--- config.mk ---
export PLATFORM = sky130hd
export DESIGN_NAME = cont_reader_flat
export DESIGN_NICKNAME = d
export VERILOG_FILES = /design/src/rtl/trans_pkg.sv /design/src/rtl/cont_reader_if.sv /design/src/rtl/wait_timer.sv /design/src/rtl/cont_reader.sv /design/src/flat_wrapper.sv
export SDC_FILE = /design/constraint.sdc
export NUM_CORES = 1
export LEC_CHECK = 0
export BUFFER_PORTS_ARGS = -buffer_cell sky130_fd_sc_hd__buf_2
export CAP_MARGIN = 20
export CORE_UTILIZATION = 40
export DETAILED_ROUTE_END_ITERATION = 8
export PLACE_DENSITY = 0.69
export SLEW_MARGIN = 20
export SYNTH_ARGS = -nofsm -noshare
export SYNTH_HDL_FRONTEND = slang
export SYNTH_HIERARCHICAL = 1
export SYNTH_SLANG_ARGS = --single-unit
--- constraint.sdc ---
create_clock -name clk -period 4.3 [get_ports clk]
set_input_delay 0.43 -clock clk [delete_from_list [all_inputs] [get_ports clk]]
set_output_delay 0.43 -clock clk [all_outputs]
set_load 0.01 [all_outputs]
--- src/rtl/trans_pkg.sv ---
// Shared definitions for the counter readout sequencer: sequencer states,
// counter channel numbering and default widths.
package trans_pkg;

  localparam int DEF_COUNT_W = 6;
  localparam int DEF_IDX_W   = 3;
  localparam int DEF_NUM_CH  = 5;
  localparam int DEF_TIMEOUT = 15;

  // Channel numbering as seen by the packet counter.
  localparam int CH_EGR0 = 0;
  localparam int CH_EGR1 = 1;
  localparam int CH_EGR2 = 2;
  localparam int CH_EGR3 = 3;
  localparam int CH_ING  = 4;

  typedef enum logic [2:0] {
    S_IDLE      = 3'd0,
    S_WAIT_IDLE = 3'd1,
    S_REQ       = 3'd2,
    S_WAIT      = 3'd3,
    S_SUM       = 3'd4,
    S_DONE      = 3'd5
  } state_t;

  // Bits needed to hold a count of 0..t.
  function automatic int timer_width(input int t);
    return (t < 1) ? 1 : $clog2(t + 1);
  endfunction

endpackage

--- src/rtl/cont_reader_if.sv ---
// Query/return bus between the readout sequencer and the counter block.
interface cont_reader_if #(
  parameter int COUNT_W = trans_pkg::DEF_COUNT_W,
  parameter int IDX_W   = trans_pkg::DEF_IDX_W
) ();

  logic               req;           // one-cycle read request
  logic [IDX_W-1:0]   idx;           // channel being queried
  logic [COUNT_W-1:0] data_in_cont;  // returned counter value
  logic               valid_cont;    // qualifies data_in_cont
  logic               idle;          // counter block FSM is idle

  // Sequencer side.
  modport master (
    output req,
    output idx,
    input  data_in_cont,
    input  valid_cont,
    input  idle
  );

  // Counter block side.
  modport slave (
    input  req,
    input  idx,
    output data_in_cont,
    output valid_cont,
    output idle
  );

endinterface

--- src/rtl/wait_timer.sv ---
// Response-wait timer: reloaded on clear, counts down while enabled and
// flags expired on the last cycle that is still allowed to answer.
module wait_timer import trans_pkg::*; #(
  parameter int TIMEOUT = DEF_TIMEOUT
) (
  input  logic clk,
  input  logic reset,
  input  logic clear,
  input  logic en,
  output logic expired
);

  localparam int CW = timer_width(TIMEOUT);
  // Loading TIMEOUT-1 makes the TIMEOUT-th enabled cycle read as zero.
  localparam logic [CW-1:0] LOAD = CW'(TIMEOUT - 1);

  logic [CW-1:0] count_reg;

  // Reload on clear; otherwise step down once per enabled cycle, holding at zero.
  always_ff @(posedge clk or posedge reset) begin
    if (reset) begin
      count_reg <= '0;
    end else if (clear) begin
      count_reg <= LOAD;
    end else if (en && (count_reg != '0)) begin
      count_reg <= count_reg - CW'(1);
    end
  end

  assign expired = en && (count_reg == '0);

endmodule

--- src/rtl/cont_reader.sv ---
// Readout sequencer for the packet counter: waits for the counter block to
// go idle, queries each channel in turn, captures the returns and publishes
// the egress total with an egress/ingress balance check.
module cont_reader import trans_pkg::*; #(
  parameter int COUNT_W = DEF_COUNT_W,
  parameter int IDX_W   = DEF_IDX_W,
  parameter int NUM_CH  = DEF_NUM_CH,
  parameter int TIMEOUT = DEF_TIMEOUT
) (
  input  logic                      clk,
  input  logic                      reset,
  input  logic                      start,
  cont_reader_if.master             bus,
  output logic [NUM_CH*COUNT_W-1:0] counts,
  output logic [COUNT_W+1:0]        egress_total,
  output logic                      balanced,
  output logic                      busy,
  output logic                      done,
  output logic                      timeout_err,
  output logic                      stale
);

  localparam int SUM_W = COUNT_W + 2;
  localparam logic [IDX_W-1:0] LAST_CH = IDX_W'(NUM_CH - 1);

  state_t                    state_reg;
  logic [IDX_W-1:0]          k_reg;
  logic                      req_reg;
  logic [IDX_W-1:0]          idx_reg;
  logic [NUM_CH*COUNT_W-1:0] counts_reg;
  logic [SUM_W-1:0]          egress_total_reg;
  logic                      balanced_reg;
  logic                      busy_reg;
  logic                      done_reg;
  logic                      timeout_err_reg;
  logic                      stale_reg;

  logic                      timer_clear;
  logic                      timer_en;
  logic                      timer_expired;

  logic [COUNT_W-1:0]        slot [NUM_CH];
  logic [SUM_W-1:0]          egress_sum_next;
  logic                      balanced_next;
  logic                      past_wait_idle;

  // Per-channel view of the packed capture register.
  genvar gi;
  generate
    for (gi = 0; gi < NUM_CH; gi++) begin : g_slot
      assign slot[gi] = counts_reg[gi*COUNT_W +: COUNT_W];
    end
  endgenerate

  // Egress total and balance, computed from the captured slots.
  always_comb begin
    egress_sum_next = SUM_W'(slot[CH_EGR0]) + SUM_W'(slot[CH_EGR1])
                    + SUM_W'(slot[CH_EGR2]) + SUM_W'(slot[CH_EGR3]);
    balanced_next   = (egress_sum_next == SUM_W'(slot[CH_ING]));
  end

  // Timer is rearmed by the request cycle and runs only while awaiting data.
  assign timer_clear = (state_reg == S_REQ);
  assign timer_en    = (state_reg == S_WAIT);

  wait_timer #(
    .TIMEOUT (TIMEOUT)
  ) u_wait_timer (
    .clk     (clk),
    .reset   (reset),
    .clear   (timer_clear),
    .en      (timer_en),
    .expired (timer_expired)
  );

  // Once the idle gate has been passed, any idle drop marks the snapshot stale.
  assign past_wait_idle = (state_reg == S_REQ) || (state_reg == S_WAIT) ||
                          (state_reg == S_SUM) || (state_reg == S_DONE);

  // Sequencer FSM with all outputs registered.
  always_ff @(posedge clk or posedge reset) begin
    if (reset) begin
      state_reg        <= S_IDLE;
      k_reg            <= '0;
      req_reg          <= 1'b0;
      idx_reg          <= '0;
      counts_reg       <= '0;
      egress_total_reg <= '0;
      balanced_reg     <= 1'b0;
      busy_reg         <= 1'b0;
      done_reg         <= 1'b0;
      timeout_err_reg  <= 1'b0;
      stale_reg        <= 1'b0;
    end else begin
      req_reg  <= 1'b0;
      done_reg <= 1'b0;

      if (past_wait_idle && !bus.idle) begin
        stale_reg <= 1'b1;
      end

      case (state_reg)
        S_IDLE: begin
          if (start) begin
            state_reg       <= S_WAIT_IDLE;
            busy_reg        <= 1'b1;
            timeout_err_reg <= 1'b0;
            stale_reg       <= 1'b0;
            k_reg           <= '0;
          end
        end

        S_WAIT_IDLE: begin
          if (bus.idle) begin
            state_reg <= S_REQ;
            req_reg   <= 1'b1;
            idx_reg   <= k_reg;
          end
        end

        S_REQ: begin
          state_reg <= S_WAIT;
        end

        S_WAIT: begin
          if (bus.valid_cont) begin
            counts_reg[k_reg*COUNT_W +: COUNT_W] <= bus.data_in_cont;
            if (k_reg == LAST_CH) begin
              state_reg <= S_SUM;
            end else begin
              k_reg     <= k_reg + IDX_W'(1);
              idx_reg   <= k_reg + IDX_W'(1);
              req_reg   <= 1'b1;
              state_reg <= S_REQ;
            end
          end else if (timer_expired) begin
            // Unread slots keep their previous values.
            timeout_err_reg <= 1'b1;
            state_reg       <= S_DONE;
          end
        end

        S_SUM: begin
          egress_total_reg <= egress_sum_next;
          balanced_reg     <= balanced_next;
          state_reg        <= S_DONE;
        end

        S_DONE: begin
          // done is registered out of this state, so it shows as busy drops.
          done_reg  <= 1'b1;
          busy_reg  <= 1'b0;
          state_reg <= S_IDLE;
        end

        default: begin
          state_reg <= S_IDLE;
          busy_reg  <= 1'b0;
        end
      endcase
    end
  end

  assign bus.req      = req_reg;
  assign bus.idx      = idx_reg;
  assign counts       = counts_reg;
  assign egress_total = egress_total_reg;
  assign balanced     = balanced_reg;
  assign busy         = busy_reg;
  assign done         = done_reg;
  assign timeout_err  = timeout_err_reg;
  assign stale        = stale_reg;

endmodule

--- src/flat_wrapper.sv ---
// flat-port wrapper written by rule: the top's interface ports become plain ports
module cont_reader_flat import trans_pkg::*;
#(
  parameter int COUNT_W = DEF_COUNT_W,
  parameter int IDX_W   = DEF_IDX_W,
  parameter int NUM_CH  = DEF_NUM_CH,
  parameter int TIMEOUT = DEF_TIMEOUT
)
  (clk, reset, start, counts, egress_total, balanced, busy, done, timeout_err, stale, bus_req, bus_idx, bus_data_in_cont, bus_valid_cont, bus_idle);
  cont_reader_if #(.COUNT_W(COUNT_W), .IDX_W(IDX_W)) bus_i ();
  input  logic clk;
  input  logic reset;
  input  logic start;
  output logic [NUM_CH*COUNT_W-1:0] counts;
  output logic [COUNT_W+1:0] egress_total;
  output logic balanced;
  output logic busy;
  output logic done;
  output logic timeout_err;
  output logic stale;
  output wire logic [$bits(bus_i.req)-1:0] bus_req;
  output wire logic [$bits(bus_i.idx)-1:0] bus_idx;
  input wire logic [$bits(bus_i.data_in_cont)-1:0] bus_data_in_cont;
  input wire logic [$bits(bus_i.valid_cont)-1:0] bus_valid_cont;
  input wire logic [$bits(bus_i.idle)-1:0] bus_idle;
  assign bus_req = bus_i.req;
  assign bus_idx = bus_i.idx;
  assign bus_i.data_in_cont = bus_data_in_cont;
  assign bus_i.valid_cont = bus_valid_cont;
  assign bus_i.idle = bus_idle;
  cont_reader #(.COUNT_W(COUNT_W), .IDX_W(IDX_W), .NUM_CH(NUM_CH), .TIMEOUT(TIMEOUT)) u_core (.clk(clk), .reset(reset), .start(start), .bus(bus_i), .counts(counts), .egress_total(egress_total), .balanced(balanced), .busy(busy), .done(done), .timeout_err(timeout_err), .stale(stale));
endmodule
==> impl_results.md, run 1 <==
- Reg2Reg Setup Slack: 690 ps
- Vias in the first global route: 2983
- CTS Root Cell: clkbuf_8
- CTS tree: built
- Setup CP Type: flop to flop
- IO Count: 58
- Number of synthesized flops with an enable pin: 0
- Maximum fanout along the worst path: 13
- Die W: 99.9 um
- Clk sinks: 57
- Die area: 0.00999 sq mm
- Number of antenna-violating nets in the routed design: 0
- Tot GR Track Use: 19.7%
- Post-synth net total: 406
- Ys async rst share: 100%
- Post-synthesis instance total: roughly 370
- Final HPWL DP: slightly above 7000 um
- Largest net degree at the start of global routing: 54
- Yosys warning count: 6
- Hold Path Class: input port to flop
- DR pass1 iterations: 6
- CP Data Arrival Time: 3820 ps
- Placer Congestion: 0.934
- Post-CTS sizing: 0
- R2R depth: 9
- Peak supply drop: 0.460 mV
- Initial antenna violation count: 0
- First-pass GRT wire length: 15100 um
- Starting density of the core: 41.3%
- # diodes: 0
- Status: complete, no violations
- WL final: 9390 um
- Max reg flops: 30
- Die Span Y: ~100 um
- PD cells: 668 mW/mm^2
- CP top delay family: adder cells
- Worst Path Buf+Inv: 0
- Total number of vias: about 3000
- Most common cell on crit path: ha_1
- Vias/cell: 5.45
- Mean Syn Cell Area: between 10 and 15 sq um
- Row count: 35
- Crit path depth: 9
- Core Region: 0.00928 sq mm
- Crit-path cells: ha_1, fa_1, xor2_2, nor3_1, ha_1, nand3_2, a2111oi_2, nand2_1, mux2_1
- CP Capture Type: flop
- Final #Nets: 462
- Clock Path Buffers: 2
- Final period utilization: 84.0%
- Critical Path Source Type: flop
- Clock-pin slew on the worst setup and hold paths: 70 ps
- Num CTS Buffers: 9
- Max Slew Vio Count: 0
- Setup TNS: 0 ps
- Post-Synthesis Cell Area: 0.00384 sq mm
- Hold Fails Final Rpt: 0
- FF+latch count, synth: 57
- Hold path cells: 3
- Synth cell types: 68
- Clock Skews: around 13 ps
- RSZ-0062 raised after global routing: no
- Seq/Total Area, Yosys: 37.2%
- GRT overflow: 0
- Slowest cell on crit path: fa_1
- Share of layout cells above drive strength 1: 28.3%
- Req. time, crit path: 4500 ps
- Worst slew pin tran: 907 ps
- Max incr delay on CP: approximately 670 ps
- Max Cap Violations: 0
- Final setup violating endpoints: 0
- Post-CTS setup buffer count: 0
- Initial drt markers: 185
- Drt drc: 0
- Htree depth: 3
- Layout area overhead: 16.1%
- Per-cell routed wire length: 16.9 um
- P_leak: between 2 and 2.5 nW
- # hold bufs at CTS: 1
- Peak Freq: between 0.2 and 0.3 GHz
- Clk_lat worst skew: roughly 330 ps
- Relative slew slack: 39.6%
- # port buffers: 57
- Fin crit period: 3610 ps
- Pwr Total: just under 0.003 W
- Primary FF master, synth: dfrtp_1
cells by family (layout without fill, tap and decap cells):
kind of cell / after synthesis / after routing / synth area share (%)
AND/OR/NAND/NOR: 117 / 117 / 16.4
AO/OA/AOI/OAI: 80 / 80 / 15.4
adder cells (fa/ha/maj): 28 / 28 / 11.7
flip-flops: 57 / 57 / 37.2
XOR/XNOR: 18 / 18 / 5.09
buffers and inverters: 31 / 92 / 3.81
multiplexers: 36 / 36 / 10.5
worst register-to-register path: cells and delay by family, from the launching register on:
kind	cells	cell delay (ps)
AO/OA/AOI/OAI	1	410
XOR/XNOR	1	360
adder cells (fa/ha/maj)	3	1420
flip-flops	1	450
multiplexers	1	370
AND/OR/NAND/NOR	3	490
path summary, 6_finish.rpt:
kind	start	end
setup / recovery	u_core/k_reg[1]$_DFFE_PP0P_	u_core/counts[24]$_DFFE_PP0P_
hold / removal	bus_data_in_cont[1]	u_core/counts[1]$_DFFE_PP0P_
setup reg to reg	u_core/k_reg[1]$_DFFE_PP0P_	u_core/counts[24]$_DFFE_PP0P_
hold reg to reg	u_core/egress_total[5]$_DFFE_PP0P_	u_core/egress_total[5]$_DFFE_PP0P_
max in group asynchronous	reset	u_core/k_reg[0]$_DFFE_PP0P_
min in group asynchronous	reset	u_core/u_wait_timer/count_reg[0]$_DFFE_PP0P_
per-layer routing:
layer / track usage (%) / part of all wire, %
met2: 33.8 / 48
met5: 0 / 0
met4: 6.56 / 1.7
met3: 3.55 / 4.2
met1: 25.2 / 46
layout by cell type, fill, tap and decap left out, types with 12 or more instances in the layout:
cell type	n
o21ai_0	16
ha_1	15
buf_2	57
mux2_2	23
fa_1	13
dfrtp_1	57
nor2_1	29
nand2_1	34
inv_1	12
xnor2_1	12
a21oi_1	12
synth_stat cells (5+ instances only):
| master | instances | area share (%) |
|---|---|---|
| dfrtp_1 | 57 | 37 |
| nand2_1 | 34 | 3.3 |
| nor2_1 | 29 | 2.8 |
| mux2_2 | 23 | 6.7 |
| o21ai_0 | 16 | 2.1 |
| ha_1 | 15 | 4.9 |
| fa_1 | 13 | 6.8 |
| inv_1 | 13 | 1.3 |
| a21oi_1 | 12 | 1.6 |
| xnor2_1 | 12 | 2.7 |
| nand3_1 | 11 | 1.4 |
| mux2_1 | 10 | 2.9 |
| buf_2 | 6 | 0.78 |
| clkbuf_1 | 5 | 0.49 |
| nor2b_1 | 5 | 0.82 |
| nor3_1 | 5 | 0.65 |
| nor3_2 | 5 | 1.3 |
| o21a_1 | 5 | 0.98 |
| o31ai_1 | 5 | 0.98 |
power breakdown:
part	total [W]	switching, W	internal, W
Clock	0.000567	0.000211	0.000356
Combinational	0.00159	0.000967	0.000621
Sequential	0.000821	0.000145	0.000676
final cells by class:
type	instances	area [sq um]
fillers	897	4830
multi-input cells	279	2260
flip-flops and latches	57	1430
repair buffers	61	318
well taps	129	161
clock buffers	11	151
clock inverters	5	77.6
inverters	15	56.3
metrics by stage:
step | instance area [sq um] | cells | hold slack (ps) | setup WS (ps) | util [%]
floorplan | 3840 | 367 | 196 | 1110 | -
global placement | 4220 | 540 | 328 | 900 | 45.4
detailed placement | 4220 | 540 | 339 | 728 | 45.4
CTS | 4460 | 557 | 433 | 730 | 48.0
global route | 4460 | 557 | 433 | 528 | 48.0
finish | 4460 | 557 | 450 | 689 | 48.0
No activity file was read; power rests on OpenSTA's default activity.
==> run 2, diff against run 1 <==
ABC_AREA = 1   (was unset)
clock period = 3.65 ns   (was 4.3 ns; I/O delays follow)
==> run 2 against run 1 <==
- synthesized cell count is 30% higher
- global-route usage is 1.5 points higher
- clock power is 7.6% higher
- clock skew is 4.6 ps lower
- area after synthesis is 1.4% higher
- worst hold slack worse by 140 ps
- sequential cell count stayed put
==> impl_results.md, run 2 <==
- Max Cap Violations: 0 (unchanged)
- Synth cell types: 46 (-32%)
- Cell accounting for the most synthesized area: dfrtp_1
- Post-Synthesis Cell Area: 0.00389 sq mm (+1.4%)
- Met3 Track Usage GR: 3.74% (+0.19 points)
- Req. time, crit path: 3890 ps (-610 ps)
- Hold Fails Final Rpt: 0 (unchanged)
- # diodes: 0 (unchanged)
- Most common cell after layout, fill and taps aside: nand2_1
- Die W: 101 um (+0.69%)
- Cell Int Power: 0.00187 W (+13%)
- Core Region: 0.00933 sq mm (+0.47%)
- CTS tree: built
- GRT overflow: 0 (unchanged)
- Final setup violating endpoints: 0 (unchanged)
- # port buffers: 57 (unchanged)
- # hold bufs at CTS: 1 (unchanged)
- Slowest cell on crit path: fa_1
- Share of the synthesized area in the top cell type: 36.7% (-0.51 points)
- Fin crit period: 3190 ps (-421 ps)
- Flop pwr share: 27.6% (about the same)
- Initial drt markers: 210 (+14%)
- Max reg flops: 30 (unchanged)
- P_leak: 2.31 nW (+8.1%)
- Critical Path Source Type: flop
- Clock Skews: 8.75 ps (-4.64 ps)
- CP Capture Type: flop
- Htree depth: 3 (unchanged)
- Commonest cells after routing, fill and taps aside: 126 x nand2_1, 57 x buf_2, 57 x dfrtp_1, 39 x nor2_1, 38 x inv_1
- Layout area overhead: 15.6%
- Largest net degree at the start of global routing: 40 (-26%)
- Reg2Reg Setup Slack: 460 ps (-230 ps)
- RSZ-0062 raised after global routing: no
- Minimum hold slack: 311 ps (-139 ps)
- Critical path startpoint: u_core/k_reg[0]$_DFFE_PP0P_
- Primary FF master, synth: dfrtp_1
- Crit path depth: 15 (+6)
- Drt drc: 0 (unchanged)
- Number of synthesized flops with an enable pin: 0 (unchanged)
- First-pass GRT wire length: 16500 um (+9.5%)
- Post-CTS setup buffer count: 0 (unchanged)
- Clk sinks: 57 (unchanged)
- Mean Syn Cell Area: 8.16 sq um (-22%)
- Final period utilization: 87.4% (+3.4 points)
- Yosys warning count: 6 (unchanged)
- RR Startpoint: u_core/k_reg[0]$_DFFE_PP0P_
- FF+latch count, synth: 57 (unchanged)
- IO Count: 58 (unchanged)
- Row count: 35 (unchanged)
- Initial antenna violation count: 0 (unchanged)
- Setup CP Type: flop to flop
- Met2 Use GR: 36.8% (+3.0 points)
- Tot GR Track Use: 21.2% (+1.5 points)
- Most instantiated cells after synthesis: 126 x nand2_1, 57 x dfrtp_1, 39 x inv_1, 39 x nor2_1, 37 x nand3_1
- Largest cells by area after synthesis: dfrtp_1 37%, nand2_1 12%, fa_1 6.7%
- Comb power frac: 55.5% (+2.1 points)
- Post-synth net total: 516 (+27%)
- Die Span Y: 101 um (+0.69%)
- Final #Nets: 579 (+25%)
- Reg2Reg Capture Point: u_core/counts[20]$_DFFE_PP0P_
- Total number of vias: 3436 (+13%)
- Share of layout cells above drive strength 1: 23.7% (-4.6 points)
- CP top delay family: adder cells
- Per-cell routed wire length: 14.8 um (-13%)
- Clock-pin slew on the worst setup and hold paths: 70 ps (about the same)
- PD cells: 804 mW/mm^2 (+20%)
- Sw Pwr: 0.00175 W (+32%)
- Num CTS Buffers: 9 (unchanged)
- Ys async rst share: 100% (unchanged)
- Fin cells: 674 (+21%)
- Vias/cell: 5.10 (-6.5%)
- GRT busiest layer: met2
- WL final: 9940 um (+5.9%)
- Status: complete, no violations
- Peak supply drop: 0.344 mV (-25%)
- Worst slew pin tran: 817 ps (-89.2 ps)
- CTS Root Cell: clkbuf_8
- Clock power frac: 16.9% (-2.2 points)
- Relative slew slack: 45.4% (+5.9 points)
- Fillers: 959 (+6.9%)
- Hold Path Class: input port to flop
- Vias in the first global route: 3343 (+12%)
- Worst Path Buf+Inv: 4 (+4)
- Max Slew Vio Count: 0 (unchanged)
- Setup TNS: 0 ps (unchanged)
- Switch share: 48.3% (+3.8 points)
- Post-synthesis instance total: 477 (+30%)
- Starting density of the core: 41.7% (+0.38 points)
- Clock Path Buffers: 2 (unchanged)
- Worst setup path end: u_core/counts[20]$_DFFE_PP0P_
- Grt met1 use: 26.9% (+1.7 points)
- Clk_lat worst skew: 340 ps (about the same)
- CP Data Arrival Time: 3430 ps (-390 ps)
- Placer Congestion: 0.958 (+2.6%)
- Die area: 0.0101 sq mm (+1.4%)
- Placed cells: 657 (+22%)
- Peak Freq: 0.313 GHz (+13%)
- Max incr delay on CP: 560 ps (-110 ps)
- Most common cell on crit path: nand2_1
- R2R depth: 15 (+6)
- Final HPWL DP: 8010 um (+10%)
- Post-CTS sizing: 0 (unchanged)
- Number of antenna-violating nets in the routed design: 0 (unchanged)
- Seq/Total Area, Yosys: 36.7% (-0.51 points)
- Maximum fanout along the worst path: 10 (-3)
- Count leader, synth: nand2_1
- DR pass1 iterations: 5 (-1)
- Crit-path cells: ha_1, fa_1, inv_1, nand2_1, nor2_1, ha_1, inv_1, nor2_4, inv_2, nor2_4, nand3_1, nand2_1, nand2_1, nand2_1, inv_1
run 2: worst min path at each step:
stage	endpoint	depth (start not counted)	from	slack, ps
2_1_floorplan	u_core/u_wait_timer/count_reg[0]$_DFFE_PP0P_	1	reset	130
3_3_place_gp	u_core/u_wait_timer/count_reg[3]$_DFFE_PP0P_	2	reset	260
3_5_place_dp	u_core/u_wait_timer/count_reg[2]$_DFFE_PP0P_	2	reset	260
4_1_cts	u_core/counts[0]$_DFFE_PP0P_	3	bus_data_in_cont[0]	300
5_1_grt	u_core/counts[1]$_DFFE_PP0P_	3	bus_data_in_cont[1]	320
6_report	u_core/counts[0]$_DFFE_PP0P_	3	bus_data_in_cont[0]	310
run 2: cell families after synthesis:
group | after synthesis | synth area share, %
fa+ha+maj | 28 | 11.5
simple gates | 260 | 33.7
xor+xnor | 6 | 1.35
compound gates | 68 | 9.87
buf+inv | 58 | 6.95
flops | 57 | 36.7
run 2: power by group through the flow:
stage / combinational (W) / sequential (W) / clock [W]
after floorplan: 0.00147 / 0.00103 / 0
after global placement: 0.00199 / 0.00101 / 0
after detailed placement: 0.00201 / 0.00101 / 0
after CTS: 0.00202 / 0.00100 / 0.000626
after global routing: 0.00225 / 0.00103 / 0.000654
final: 0.00201 / 0.000999 / 0.000610
run 2: final cells by class:
| class | instances | area, sq um | area share [%] |
|---|---|---|---|
| Multi-Input combinational cell | 362 | 2190 | 48.8 |
| Tap cell | 129 | 161 | 3.59 |
| Clock inverter | 6 | 66.3 | 1.47 |
| Inverter | 50 | 200 | 4.45 |
| Timing Repair Buffer | 60 | 310 | 6.90 |
| Clock buffer | 10 | 138 | 3.06 |
| Sequential cell | 57 | 1430 | 31.7 |
run 2: stage by stage:
stage | setup WS, ps | cell area [sq um] | total power [W] | utilization, %
floorplan | 787 | 3890 | 0.00251 | -
global placement | 633 | 4280 | 0.00299 | 45.9
detailed placement | 499 | 4280 | 0.00302 | 45.9
CTS | 478 | 4500 | 0.00365 | 48.2
global route | 293 | 4500 | 0.00393 | 48.2
finish | 459 | 4500 | 0.00362 | 48.2
run 2: worst reg2reg max path, cell delays in order (launching register included):
cell,delay (ps)
dfrtp_1,510
ha_1,330
fa_1,560
inv_1,100
nand2_1,70
nor2_1,60
ha_1,380
inv_1,180
nor2_4,180
inv_2,90
nor2_4,180
nand3_1,140
nand2_1,140
nand2_1,60
nand2_1,60
inv_1,40
run 2: layer usage:
metal / wire length [um] / up-vias / share of wire [%]
met5: 0 / - / 0
li1: - / 1694 / -
met3: 460 / 10 / 4.6
met4: 149 / 0 / 1.5
met2: 4910 / 105 / 49
met1: 4420 / 1627 / 44
==> run 3, diff against run 2 <==
CORE_MARGIN = 5   (was unset)
==> run 3 against run 2 <==
- total power grew 4.5%
- critical path type unchanged
- clock skew grew 7.9 ps
- count of clock-buffer cells in the layout grew 2
- via count grew 1.3%
- sequential power is essentially flat
- sequential cell count is the same
- largest power group unchanged
==> impl_results.md, run 3 (synthesized netlist as in run 2, its figures left out) <==
- Vias/cell: 5.13 (+0.71%)
- Post-route cell area: 0.00455 sq mm (+1.2%)
- Largest net degree at the start of global routing: 36 (-10%)
- Maximum fanout along the worst path: 10 (unchanged)
- CP Data Arrival Time: 3400 ps (-30 ps)
- First-pass GRT wire length: 17200 um (+4.4%)
- Comb power frac: 53.5% (-2.0 points)
- Hold Crit Start: bus_data_in_cont[0]
- Most common cell on crit path: nand2_1
- Hold Fails Final Rpt: 0 (unchanged)
- Peak supply drop: 0.331 mV (-3.7%)
- CP Capture Type: flop
- Status: complete, no violations
- Initial antenna violation count: 0 (unchanged)
- Per-cell routed wire length: 15.6 um (+5.5%)
- Starting density of the core: 40.4% (-1.3 points)
- Hold path cells: 3 (unchanged)
- Crit-path cells: ha_1, fa_1, inv_1, nand2_1, nor2_1, ha_1, inv_1, nor2_4, inv_2, nor2_4, nand3_1, nand2_1, nand2_1, nand2_1, inv_1
- Htree depth: 3 (unchanged)
- R2R depth: 15 (unchanged)
- Placer Congestion: 0.909 (-5.1%)
- Req. time, crit path: 3880 ps (about the same)
- Vias in the first global route: 3445 (+3.1%)
- Reg2Reg Setup Slack: 480 ps (+20 ps)
- Final setup violating endpoints: 0 (unchanged)
- Row count: 36 (+2.9%)
- RR Startpoint: u_core/k_reg[0]$_DFFE_PP0P_
- Peak Freq: 0.315 GHz (+0.59%)
- Most common cell after layout, fill and taps aside: nand2_1
- Final period utilization: 86.9% (-0.51 points)
- Clk_lat worst skew: 350 ps (about the same)
- Die Span Y: 109 um (+7.9%)
- Worst slew pin tran: 742 ps (-75.3 ps)
- Critical Path Source Type: flop
- Num CTS Buffers: 9 (unchanged)
- # port buffers: 57 (unchanged)
- Max incr delay on CP: 560 ps (about the same)
- Slowest cell on crit path: fa_1
- Setup CP Type: flop to flop
- Clock Skews: 16.6 ps (+7.88 ps)
- Number of antenna-violating nets in the routed design: 0 (unchanged)
- Die W: 109 um (+7.9%)
- Final #Nets: 579 (unchanged)
- Clk sinks: 57 (unchanged)
- # hold bufs at CTS: 1 (unchanged)
- DR pass1 iterations: 7 (+2)
- Fin crit period: 3170 ps (-18.7 ps)
- Die area: 0.0118 sq mm (+17%)
- Clock Path Buffers: 2 (unchanged)
- Switch share: 46.3% (-2.0 points)
- RSZ-0062 raised after global routing: no
- Hold endpoint: u_core/counts[0]$_DFFE_PP0P_
- Final HPWL DP: 8360 um (+4.5%)
- Hold Path Class: input port to flop
- Total number of vias: 3481 (+1.3%)
- CTS tree: built
- Relative slew slack: 50.4% (+5.0 points)
- GRT overflow: 0 (unchanged)
- Share of layout cells above drive strength 1: 23.5% (-0.18 points)
- Sw Pwr: 0.00175 W (+0.22%)
- Clock power frac: 20.2% (+3.3 points)
- Cell Int Power: 0.00203 W (+8.6%)
- Clock-pin slew on the worst setup and hold paths: 70 ps (about the same)
- CTS Root Cell: clkbuf_8
- Max reg flops: 30 (unchanged)
- Reg2Reg Capture Point: u_core/counts[20]$_DFFE_PP0P_
- # diodes: 0 (unchanged)
- P_leak: 2.35 nW (+1.4%)
- Initial drt markers: 253 (+20%)
- Post-CTS setup buffer count: 0 (unchanged)
- Commonest cells after routing, fill and taps aside: 126 x nand2_1, 57 x buf_2, 57 x dfrtp_1, 39 x nor2_1, 38 x inv_1
- Max Slew Vio Count: 0 (unchanged)
- Tot GR Track Use: 19.0% (-2.2 points)
- Max Cap Violations: 0 (unchanged)
- Setup TNS: 0 ps (unchanged)
- Drt drc: 0 (unchanged)
- Post-CTS sizing: 0 (unchanged)
- Layout area overhead: 17.0%
- IO Count: 58 (unchanged)
- PD cells: 831 mW/mm^2 (+3.3%)
- Flop pwr share: 26.3% (-1.3 points)
- Placed Area: 0.00429 sq mm (+0.12%)
- Core Region: 0.00964 sq mm (+3.3%)
- WL final: 10500 um (+6.1%)
## run 3: cell count changes in the layout (fill, tap and decap cells not counted)
cell and change:
clkinvlp_4 -3, clkinv_2 -1, inv_6 -1, clkbuf_8 +1, bufinv_16 +2, clkbuf_1 +1
clkinv_4 +1
## run 3: layer usage
metal | routed length (um) | GRT usage [%] | vias to the layer above
met4 | 257 | 6.94 | 0
met2 | 5170 | 32.3 | 108
li1 | - | - | 1694
met1 | 4580 | 24.0 | 1659
met3 | 544 | 4.03 | 20
met5 | 0 | 0 | -
## run 3: critical path: cells and delay by family, from the launching register on
family	cells	cell delay [ps]
flops	1	500
simple gates	8	910
fa+ha+maj	3	1260
buf+inv	4	390
## run 3: final cells by class
cell class                      count  area (sq um)
Fill cell                         987          5090
Multi-Input combinational cell    362          2190
Tap cell                          133           166
Timing Repair Buffer               60           310
Clock buffer                       12           155
Clock inverter                      4          98.8
Sequential cell                    57          1430
Inverter                           50           200
## run 3: through the flow
stage          worst slack, ps  instances  power, W  hold slack, ps  util (%)
5_1_grt                    227        678   0.00413             292      47.2
2_1_floorplan              787        477   0.00251             131         -
4_1_cts                    504        678   0.00381             289      47.2
3_5_place_dp               539        661   0.00303             269      44.5
3_3_place_gp               621        661   0.00300             266      44.5
6_report                   478        678   0.00378             305      47.2
## run 3: power groups by stage
stage | Combinational [W] | Clock (W) | Sequential [W]
2_1_floorplan | 0.00147 | 0 | 0.00103
3_5_place_dp | 0.00203 | 0 | 0.00101
6_report | 0.00202 | 0.000764 | 0.000996
4_1_cts | 0.00203 | 0.000782 | 0.000997
3_3_place_gp | 0.00200 | 0 | 0.00100
5_1_grt | 0.00229 | 0.000815 | 0.00102
## run 3: how the worst max path moves through the flow
stage | from | to | depth (start not counted)
6_report | u_core/k_reg[0]$_DFFE_PP0P_ | u_core/counts[20]$_DFFE_PP0P_ | 15
5_1_grt | u_core/k_reg[0]$_DFFE_PP0P_ | u_core/counts[20]$_DFFE_PP0P_ | 15
4_1_cts | u_core/k_reg[0]$_DFFE_PP0P_ | u_core/counts[20]$_DFFE_PP0P_ | 15
3_5_place_dp | u_core/k_reg[0]$_DFFE_PP0P_ | u_core/counts[20]$_DFFE_PP0P_ | 15
3_3_place_gp | u_core/k_reg[0]$_DFFE_PP0P_ | u_core/counts[20]$_DFFE_PP0P_ | 15
2_1_floorplan | u_core/counts[1]$_DFFE_PP0P_ | u_core/balanced$_DFFE_PP0P_ | 13
